File: config.mk
export PLATFORM = sky130hd
export DESIGN_NAME = adc366x_dly_cal
export DESIGN_NICKNAME = d
export VERILOG_FILES = /design/src/rtl/adc366x_dly_cal.sv
export SDC_FILE = /design/constraint.sdc
export NUM_CORES = 1
export LEC_CHECK = 0
export CAP_MARGIN = 30
export CORE_AREA = 2 2 114 116
export CTS_BUF_LIST = sky130_fd_sc_hd__clkbuf_4
export DETAILED_ROUTE_END_ITERATION = 6
export DIE_AREA = 0 0 116 118
export HOLD_SLACK_MARGIN = 0.15
export PLACE_DENSITY = 0.52
export SLEW_MARGIN = 25
export SYNTH_ARGS = -nofsm -noshare
export SYNTH_HDL_FRONTEND = slang
export SYNTH_SLANG_ARGS = --single-unit
export TNS_END_PERCENT = 5
File: constraint.sdc
create_clock -name clk_i -period 4.05 [get_ports clk_i]
set_input_delay 0.6075 -clock clk_i [delete_from_list [all_inputs] [get_ports clk_i]]
set_output_delay 0.6075 -clock clk_i [all_outputs]
set_load 0.01 [all_outputs]
File: src/rtl/adc366x_dly_cal.sv
// -----------------------------------------------------------------------------
// adc366x_dly_cal
// Per-lane input-delay calibration for the ADC366x serial (LVDS) interface.
// Each lane's delay tap runs from 0 to 31. At every tap the block loads the
// tap, waits for the delay line to settle, then watches the lane's
// pattern/frame-valid status for a fixed window. The longest run of passing
// taps is the eye. Its centre tap is written back to the lane, and then the
// next lane is calibrated.
//
// Optional feature macro: ADC366X_DLY_CAL_MINEYE_EN
//   defined   : an eye narrower than MIN_EYE taps is treated as a failure
//   undefined : any eye of at least one tap is accepted (MIN_EYE has no effect)
//
// Parameters
//   LANES   : number of lanes to calibrate (4 data + 1 frame, at most 5)
//   SETTLE  : idle cycles after each tap load before checking starts
//   WIN     : check-window length in cycles per tap
//   MIN_EYE : minimum accepted eye width in taps (macro builds only)
//
// Ports
//   clk_i      : configuration clock; all logic runs on its rising edge
//   rst_i      : asynchronous active-high reset
//   start_i    : one-cycle calibration request; ignored while busy
//   lane_ok_i  : per-lane pattern/frame-valid status, already in the clk_i domain
//   cfg_dly_o  : [5k+4:5k] = tap of lane k, [25] = load strobe
//   busy_o     : calibration in progress
//   done_o     : one-cycle pulse when calibration ends
//   err_o      : per-lane failure flags from the last calibration
// -----------------------------------------------------------------------------
module adc366x_dly_cal #(
   parameter int LANES   = 5,
   parameter int SETTLE  = 64,
   parameter int WIN     = 256,
   parameter int MIN_EYE = 4
) (
   input  logic             clk_i,
   input  logic             rst_i,
   input  logic             start_i,
   input  logic [LANES-1:0] lane_ok_i,
   output logic [25:0]      cfg_dly_o,
   output logic             busy_o,
   output logic             done_o,
   output logic [LANES-1:0] err_o
);

   localparam int CNT_MAX = (SETTLE > WIN) ? SETTLE : WIN;
   localparam int CW      = $clog2(CNT_MAX + 4);
   localparam int LW      = (LANES > 1) ? $clog2(LANES) : 1;
`ifdef ADC366X_DLY_CAL_MINEYE_EN
   localparam int EYE_MIN = (MIN_EYE < 1) ? 1 : MIN_EYE;
`else
   // MIN_EYE has no effect in this build: any non-empty eye is accepted.
   localparam int EYE_MIN = (MIN_EYE > 0) ? 1 : 1;
`endif

   typedef enum logic [2:0] {
      ST_IDLE, ST_LOAD, ST_SETTLE, ST_CHECK, ST_EVAL, ST_CENTER, ST_DONE
   } state_t;

   state_t           state_reg, state_next;
   logic [CW-1:0]    cnt_reg, cnt_next;
   logic [LW-1:0]    lane_reg, lane_next;
   logic [4:0]       tap_reg, tap_next;
   logic             pass_reg, pass_next;
   logic             run_open_reg, run_open_next;
   logic [4:0]       run_start_reg, run_start_next;
   logic [5:0]       run_len_reg, run_len_next;
   logic [4:0]       best_start_reg, best_start_next;
   logic [5:0]       best_len_reg, best_len_next;
   logic [4:0]       field_reg [LANES];
   logic [4:0]       field_next [LANES];
   logic [LANES-1:0] err_reg, err_next;

   // Run tracking for the tap being evaluated; only consumed in EVAL.
   logic [5:0] ext_len, cl_len, bl_n;
   logic [4:0] ext_start, cl_start, bs_n, centre_tap;
   logic       close_run, eye_bad;

   always_comb begin
      // Extend the open run, or open a new one at this tap.
      ext_len   = run_open_reg ? run_len_reg + 6'd1 : 6'd1;
      ext_start = run_open_reg ? run_start_reg : tap_reg;
      // A fail closes the open run; a pass at tap 31 closes the extended run.
      close_run = pass_reg ? (tap_reg == 5'd31) : run_open_reg;
      cl_len    = pass_reg ? ext_len : run_len_reg;
      cl_start  = pass_reg ? ext_start : run_start_reg;
      // Strictly longer only, so ties keep the lower-tap run.
      if (close_run && (cl_len > best_len_reg)) begin
         bl_n = cl_len;
         bs_n = cl_start;
      end else begin
         bl_n = best_len_reg;
         bs_n = best_start_reg;
      end
      eye_bad    = (bl_n < 6'(EYE_MIN));
      // start + len/2 never exceeds 31, so a 5-bit sum is exact.
      centre_tap = eye_bad ? 5'd0 : bs_n + bl_n[5:1];
   end

   always_comb begin
      state_next      = state_reg;
      cnt_next        = cnt_reg;
      lane_next       = lane_reg;
      tap_next        = tap_reg;
      pass_next       = pass_reg;
      run_open_next   = run_open_reg;
      run_start_next  = run_start_reg;
      run_len_next    = run_len_reg;
      best_start_next = best_start_reg;
      best_len_next   = best_len_reg;
      field_next      = field_reg;
      err_next        = err_reg;

      case (state_reg)
         ST_IDLE: begin
            if (start_i) begin
               err_next        = '0;
               for (int i = 0; i < LANES; i++) field_next[i] = '0;
               lane_next       = '0;
               tap_next        = '0;
               cnt_next        = '0;
               run_open_next   = 1'b0;
               run_start_next  = '0;
               run_len_next    = '0;
               best_start_next = '0;
               best_len_next   = '0;
               state_next      = ST_LOAD;
            end
         end
         ST_LOAD: begin
            // The field was written on entry; hold the strobe for 4 cycles.
            if (cnt_reg == CW'(3)) begin
               cnt_next   = '0;
               state_next = ST_SETTLE;
            end else begin
               cnt_next = cnt_reg + CW'(1);
            end
         end
         ST_SETTLE: begin
            if (cnt_reg == CW'(SETTLE - 1)) begin
               cnt_next   = '0;
               pass_next  = 1'b1;
               state_next = ST_CHECK;
            end else begin
               cnt_next = cnt_reg + CW'(1);
            end
         end
         ST_CHECK: begin
            pass_next = pass_reg & lane_ok_i[lane_reg];
            if (cnt_reg == CW'(WIN - 1)) begin
               cnt_next   = '0;
               state_next = ST_EVAL;
            end else begin
               cnt_next = cnt_reg + CW'(1);
            end
         end
         ST_EVAL: begin
            run_open_next   = pass_reg && (tap_reg != 5'd31);
            run_start_next  = ext_start;
            run_len_next    = pass_reg ? ext_len : 6'd0;
            best_start_next = bs_n;
            best_len_next   = bl_n;
            if (tap_reg != 5'd31) begin
               tap_next             = tap_reg + 5'd1;
               field_next[lane_reg] = tap_reg + 5'd1;
               state_next           = ST_LOAD;
            end else begin
               field_next[lane_reg] = centre_tap;
               err_next[lane_reg]   = eye_bad;
               state_next           = ST_CENTER;
            end
         end
         ST_CENTER: begin
            if (cnt_reg == CW'(3)) begin
               cnt_next = '0;
               if (lane_reg == LW'(LANES - 1)) begin
                  state_next = ST_DONE;
               end else begin
                  // The next lane's field is still 0 from the start request.
                  lane_next       = lane_reg + LW'(1);
                  tap_next        = '0;
                  run_open_next   = 1'b0;
                  run_start_next  = '0;
                  run_len_next    = '0;
                  best_start_next = '0;
                  best_len_next   = '0;
                  state_next      = ST_LOAD;
               end
            end else begin
               cnt_next = cnt_reg + CW'(1);
            end
         end
         ST_DONE:  state_next = ST_IDLE;
         default:  state_next = ST_IDLE;
      endcase
   end

   always_ff @(posedge clk_i or posedge rst_i) begin
      if (rst_i) begin
         state_reg      <= ST_IDLE;
         cnt_reg        <= '0;
         lane_reg       <= '0;
         tap_reg        <= '0;
         pass_reg       <= 1'b0;
         run_open_reg   <= 1'b0;
         run_start_reg  <= '0;
         run_len_reg    <= '0;
         best_start_reg <= '0;
         best_len_reg   <= '0;
         err_reg        <= '0;
         for (int i = 0; i < LANES; i++) field_reg[i] <= '0;
      end else begin
         state_reg      <= state_next;
         cnt_reg        <= cnt_next;
         lane_reg       <= lane_next;
         tap_reg        <= tap_next;
         pass_reg       <= pass_next;
         run_open_reg   <= run_open_next;
         run_start_reg  <= run_start_next;
         run_len_reg    <= run_len_next;
         best_start_reg <= best_start_next;
         best_len_reg   <= best_len_next;
         err_reg        <= err_next;
         field_reg      <= field_next;
      end
   end

   genvar gi;
   generate
      for (gi = 0; gi < 5; gi++) begin : g_field
         if (gi < LANES) begin : g_used
            assign cfg_dly_o[5*gi +: 5] = field_reg[gi];
         end else begin : g_unused
            assign cfg_dly_o[5*gi +: 5] = 5'd0;
         end
      end
   endgenerate

   assign cfg_dly_o[25] = (state_reg == ST_LOAD) || (state_reg == ST_CENTER);
   assign busy_o        = (state_reg != ST_IDLE) && (state_reg != ST_DONE);
   assign done_o        = (state_reg == ST_DONE);
   assign err_o         = err_reg;

endmodule
# Word level (Yosys, flattened, before mapping)
# Cells that the tools add are included.
# W data, S select, Z words.
# word_totals
register_bits	74
latchBits	0
mem_bits_rw	0
mem_bits_ro	0
inputBits	8
output_inout_bits	33
word_cells	130
memories	0
# op_classes
add_sub_neg	5
n_mul	0
div	0
order_cmp	6
n_eq_ne	21
shifts	0
n_mux	58
n_bitwise	2
reduce_logical	22
# op_table
operator	count
$bwmux W25	2
$mux W25	2
$mux W5	10
$pmux W25 S2	1
$pmux W5 S3	3
$mux W6	7
$mux W9	4
$pmux W6 S3	2
$pmux W9 S4	1
$mux W3	10
$pmux W3 S6	1
$ne A2 B2 Y1 const B	8
$demux W5 S3	1
$eq A3 B3 Y1 const B	4
$pmux W5 S2	1
$reduce_and A5 Y1	2
$add A9 B1 Y9 const B	1
$eq A9 B2 Y1 const B	1
$eq A9 B6 Y1 const B	1
$eq A9 B8 Y1 const B	1
$reduce_and A4 Y1	2
$mux W1	7
$add A6 B1 Y6 const B	1
$eq A3 B2 Y1 const B	2
other kinds (30)	39

# Logic depth before layout (Yosys ltp)
# depth
word_depth	11
mapped_depth	19
ltp_nobuf	17

# Worst setup path before layout
# No wires, ideal clock.
# synth_path
kind	register -> register
start	register run_len_reg[0]
end	register field_reg, in the netlist cfg_dly_o[12]
setup_ns	0.130
t_arrival_ns	3.672
t_required_ns	3.920
setup_slack_ns	0.248
path_stages_with_launch	17
path_buffers	2
period_less_slack_ns	3.802
path_cell_list	dfrtp_1 > ha_1 > nand3_1 > mux2i_1 > o2bb2ai_1 > ha_1 > and4_1 > a31oi_1 > o31a_4 > buf_6 > clkbuf_1 > o21ai_0 > ha_1 > ha_1 > or3_1 > a32oi_2 > o21ai_1
# synth_between
elab_chain_len	11
word_cells_on_any_way	13
cone_classes	add/sub (2); order compare (2); mux (8); reduce/logical (1)
# synth_rtl
element	line_no	text
from (decl)	67	logic [5:0] run_len_reg, run_len_next;
from (signal assigned)	220	run_len_reg <= run_len_next;
$add A6 B1 Y6	81	ext_len = run_open_reg ? run_len_reg + 6'd1 : 6'd1;
$mux W6	81	
$mux W6 *	85	cl_len = pass_reg ? ext_len : run_len_reg;
$gt A6 B6 Y1	88	if (close_run && (cl_len > best_len_reg)) begin
$logic_and A1 B1 Y1	88	
$mux W5 / $mux W6 (equally long branches)	88	
$add A5 B5 Y5 / $lt A6 B1 Y1 (equally long branches)	97, 95	
$mux W5 *	97	centre_tap = eye_bad ? 5'd0 : bs_n + bl_n[5:1];
$bwmux W25 *	168	field_next[lane_reg] = centre_tap;
$mux W25 *	163	if (tap_reg != 5'd31) begin
$pmux W25 S2 *	114	case (state_reg)
to (signal assigned)	224	field_reg <= field_next;
to (decl)	70	logic [4:0] field_reg [LANES];
# Mark *: on every way between the ends. The rest lies on a longest branch, timed or not.
# A chain may end at the register's enable or synchronous reset.

# Final worst setup path
# layout_path
start	register run_len_reg[1]
end	register field_reg, in the netlist cfg_dly_o[2]
# Same word-level chain as after synthesis.

==> out/summary.txt <==
status -> finished clean
via count -> 3763
endpoint type of the worst setup path -> flip-flop
post-route ant nets -> 0
Clk pin slew, worst setup/hold paths -> 0.14 ns
fraction of registers with async set/reset -> 1.00
max reg flops -> 25
launching point of the worst reg2reg path -> run_len_reg[1]
hold-fix buffers at CTS -> 0
Slew @ Worst Pin -> 0.858 ns
HP Class -> reg -> reg
CORE AREA -> 12400 um^2
DRT Pass-1 Iters -> 5
P per Cell Area -> 238 nW/um^2
Mapped Avg Cell Area -> 9.14 um^2
reg2reg end -> cfg_dly_o[2]
Starting Density -> 0.344
DR iter-0 viols -> 263
top-area cell type share of the netlist area -> 0.433
worst endpoint required time -> 4.40 ns
worst r2r path cells -> 13
wire per inst -> 16.5 um
Max Fclk -> 259 MHz
Yosys warning count -> 0
largest area contributor in the netlist -> dfrtp_1
Mapped Nets -> 494
Final Non-Filler Cells -> 695
GP Congestion -> 0.793
Num Clock Sinks -> 74
Crit Path Class -> reg -> reg
clk root buf -> clkbuf_4
Rows -> 41
# placed instances -> 676
post-layout minimum cycle time -> 3.87 ns
Max-Cap Viols -> 0
EDFF count, synth -> 0
die width -> 116 um
Fin. Hold Viols -> 0
total CTS buffers -> 9
DRC viols -> 0
RSZ-0062 raised after global routing -> no
Worst setup SP type -> flip-flop
total track usage -> 0.177
Mapped Area -> 4280 um^2
Die H -> 118 um
TritonCTS clock tree -> yes
Final period util -> 0.955
Power, Total -> 0.00123 W
synth top area cells -> dfrtp_1 43%, o21ai_0 7.0%, ha_1 5.3%, nand2_1 4.0%, nand3_1 3.4%
clock buffer depth -> 2
CP Max Fanout -> 6
final WL -> 11500 um
max_slew headroom -> 0.427
layout cells sized above 1 -> 0.125
setup violators final -> 0
Seq/Total Area, Yosys -> 0.433
first-pass GRT wire length -> 18900 um
Avg Vias per Cell -> 5.41
final net count -> 545
Synth Register Bits -> 74
unique cell type count in the Yosys netlist -> 62
Critical path origin -> run_len_reg[1]
CTS H-tree lvls -> 3
worst skew pair latency -> 0.46 ns
full die area -> 13700 um^2
final core occ -> 0.415
Peak VDD IR -> 0.146 mV
Slew Viols, Final -> 0
Detailed Place HPWL -> 8060 um
input/output buffers -> 40
io pins -> 41
LEAKAGE -> 2.23 nW
Post-Syn Instances -> 468
Clock Skews -> 0.0261 ns
total congestion overflow -> 0
pin count of the biggest net entering global routing -> 37
prevailing post-synth register cell -> dfrtp_1
vias in the first global route -> 3653
P&R area growth vs syn -> 20.6%
R2R Setup Slk -> 0.18 ns
CP Capture Point -> cfg_dly_o[2]
initial antenna violation count -> 1
WP data arrival -> 4.21 ns
[layer usage]
layer	vias up	track usage	wire length (um)
met1	1844	0.245	5400
met4	0	0.0521	162
li1	1813	-	-
met2	95	0.268	5450
met3	11	0.0505	479
met5	-	0	0
[repair_timing]
item	4_1_cts	5_1_grt
gates cloned	0	2
pin swaps	0	2
setup buffers	0	2
endpoints found under the setup margin	9	15
gates resized for setup	3	17
[cell families after synthesis]
logic type               synth area share
AO/OA/AOI/OAI                       0.226
XOR/XNOR                           0.0143
adder cells (fa/ha/maj)            0.0527
buffers and inverters              0.0395
flip-flops                          0.433
multiplexers                       0.0378
AND/OR/NAND/NOR                     0.197
[worst min-delay path by stage]
stage | from | end | depth (start not counted)
2_1_floorplan | run_start_reg[0] | run_start_reg[0] | 1
3_3_place_gp | best_start_reg[4] | best_start_reg[4] | 2
3_5_place_dp | run_start_reg[4] | run_start_reg[4] | 1
4_1_cts | cnt_reg[0] | cnt_reg[0] | 1
5_1_grt | cnt_reg[0] | cnt_reg[0] | 1
6_report | cnt_reg[0] | cnt_reg[0] | 1
[where the power goes]
group / total, W / internal [W] / switching [W]
clock network: 0.000464 / 0.000180 / 0.000284
logic: 0.0000248 / 0.00000787 / 0.0000170
registers: 0.000739 / 0.000739 / 0
total: 0.00123 / 0.000926 / 0.000301
[through the flow]
step	hold WS [ns]	TNS (ns)	worst slack [ns]	area, um^2
2_1_floorplan	0.466	0	0.248	4280
3_3_place_gp	0.485	0	0.0643	4910
3_5_place_dp	0.489	-0.362	-0.0723	4910
4_1_cts	0.511	0	0.0397	5060
5_1_grt	0.541	0	0.00850	5150
6_report	0.511	0	0.183	5150
[layout by cell type, fill, tap and decap left out, drive strengths merged, types with 2 or more instances in the layout]
cell,instances
mux2,3
xnor2,4
a21oi,15
and2,6
a22o,16
nand2,46
inv,23
o2bb2ai,2
and3,16
o22ai,4
nand3,31
ha,18
o41ai,2
clkdlybuf4s50,40
a32oi,2
dfrtp,74
mux2i,12
buf,16
nor2,29
nor3,11
or3,2
nor4,2
nor2b,10
o31ai,4
xor2,3
a31oi,14
o31a,5
o21ai,71
clkinvlp,3
nand2b,7
a32o,2
clkbuf,9
[cells in the mapped netlist, types with 2 or more instances]
| library cell | number |
|---|---|
| dfrtp_1 | 74 |
| o21ai_0 | 60 |
| nand2_1 | 45 |
| nand3_1 | 29 |
| nor2_1 | 29 |
| inv_1 | 22 |
| ha_1 | 18 |
| a22o_1 | 16 |
| and3_1 | 16 |
| a21oi_1 | 14 |
| a31oi_1 | 14 |
| clkbuf_1 | 13 |
| mux2i_1 | 11 |
| nor3_1 | 11 |
| o21ai_1 | 11 |
| nor2b_1 | 10 |
| nand2b_1 | 7 |
| and2_1 | 6 |
| o22ai_1 | 4 |
| xnor2_1 | 4 |
| buf_2 | 3 |
| o31ai_1 | 3 |
| xor2_1 | 3 |
| a32o_1 | 2 |
| mux2_2 | 2 |
| nand3_2 | 2 |
| o2bb2ai_1 | 2 |
| o31a_1 | 2 |
| or3_1 | 2 |
[critical path, stage by stage (launching register included)]
cell	delay, ns
dfrtp_2	0.44
nand3_2	0.13
or4_1	0.53
nand3_2	0.13
ha_1	0.27
and4_1	0.20
a31oi_4	0.25
o31a_4	0.23
mux2i_2	0.28
inv_2	0.09
ha_1	0.34
or3_1	0.43
a32oi_4	0.34
o21ai_1	0.11
[cell type report]
cell class              instances  area (um^2)
inverters                      23         86.3
well taps                     172          215
clock buffers                   9         67.6
repair buffers                 56          520
diodes                          1         2.50
clock inverters                 5         57.6
fillers                      1286         7260
flip-flops and latches         74         1860
multi-input cells             355         2350
(Power assumes the default switching activity.)
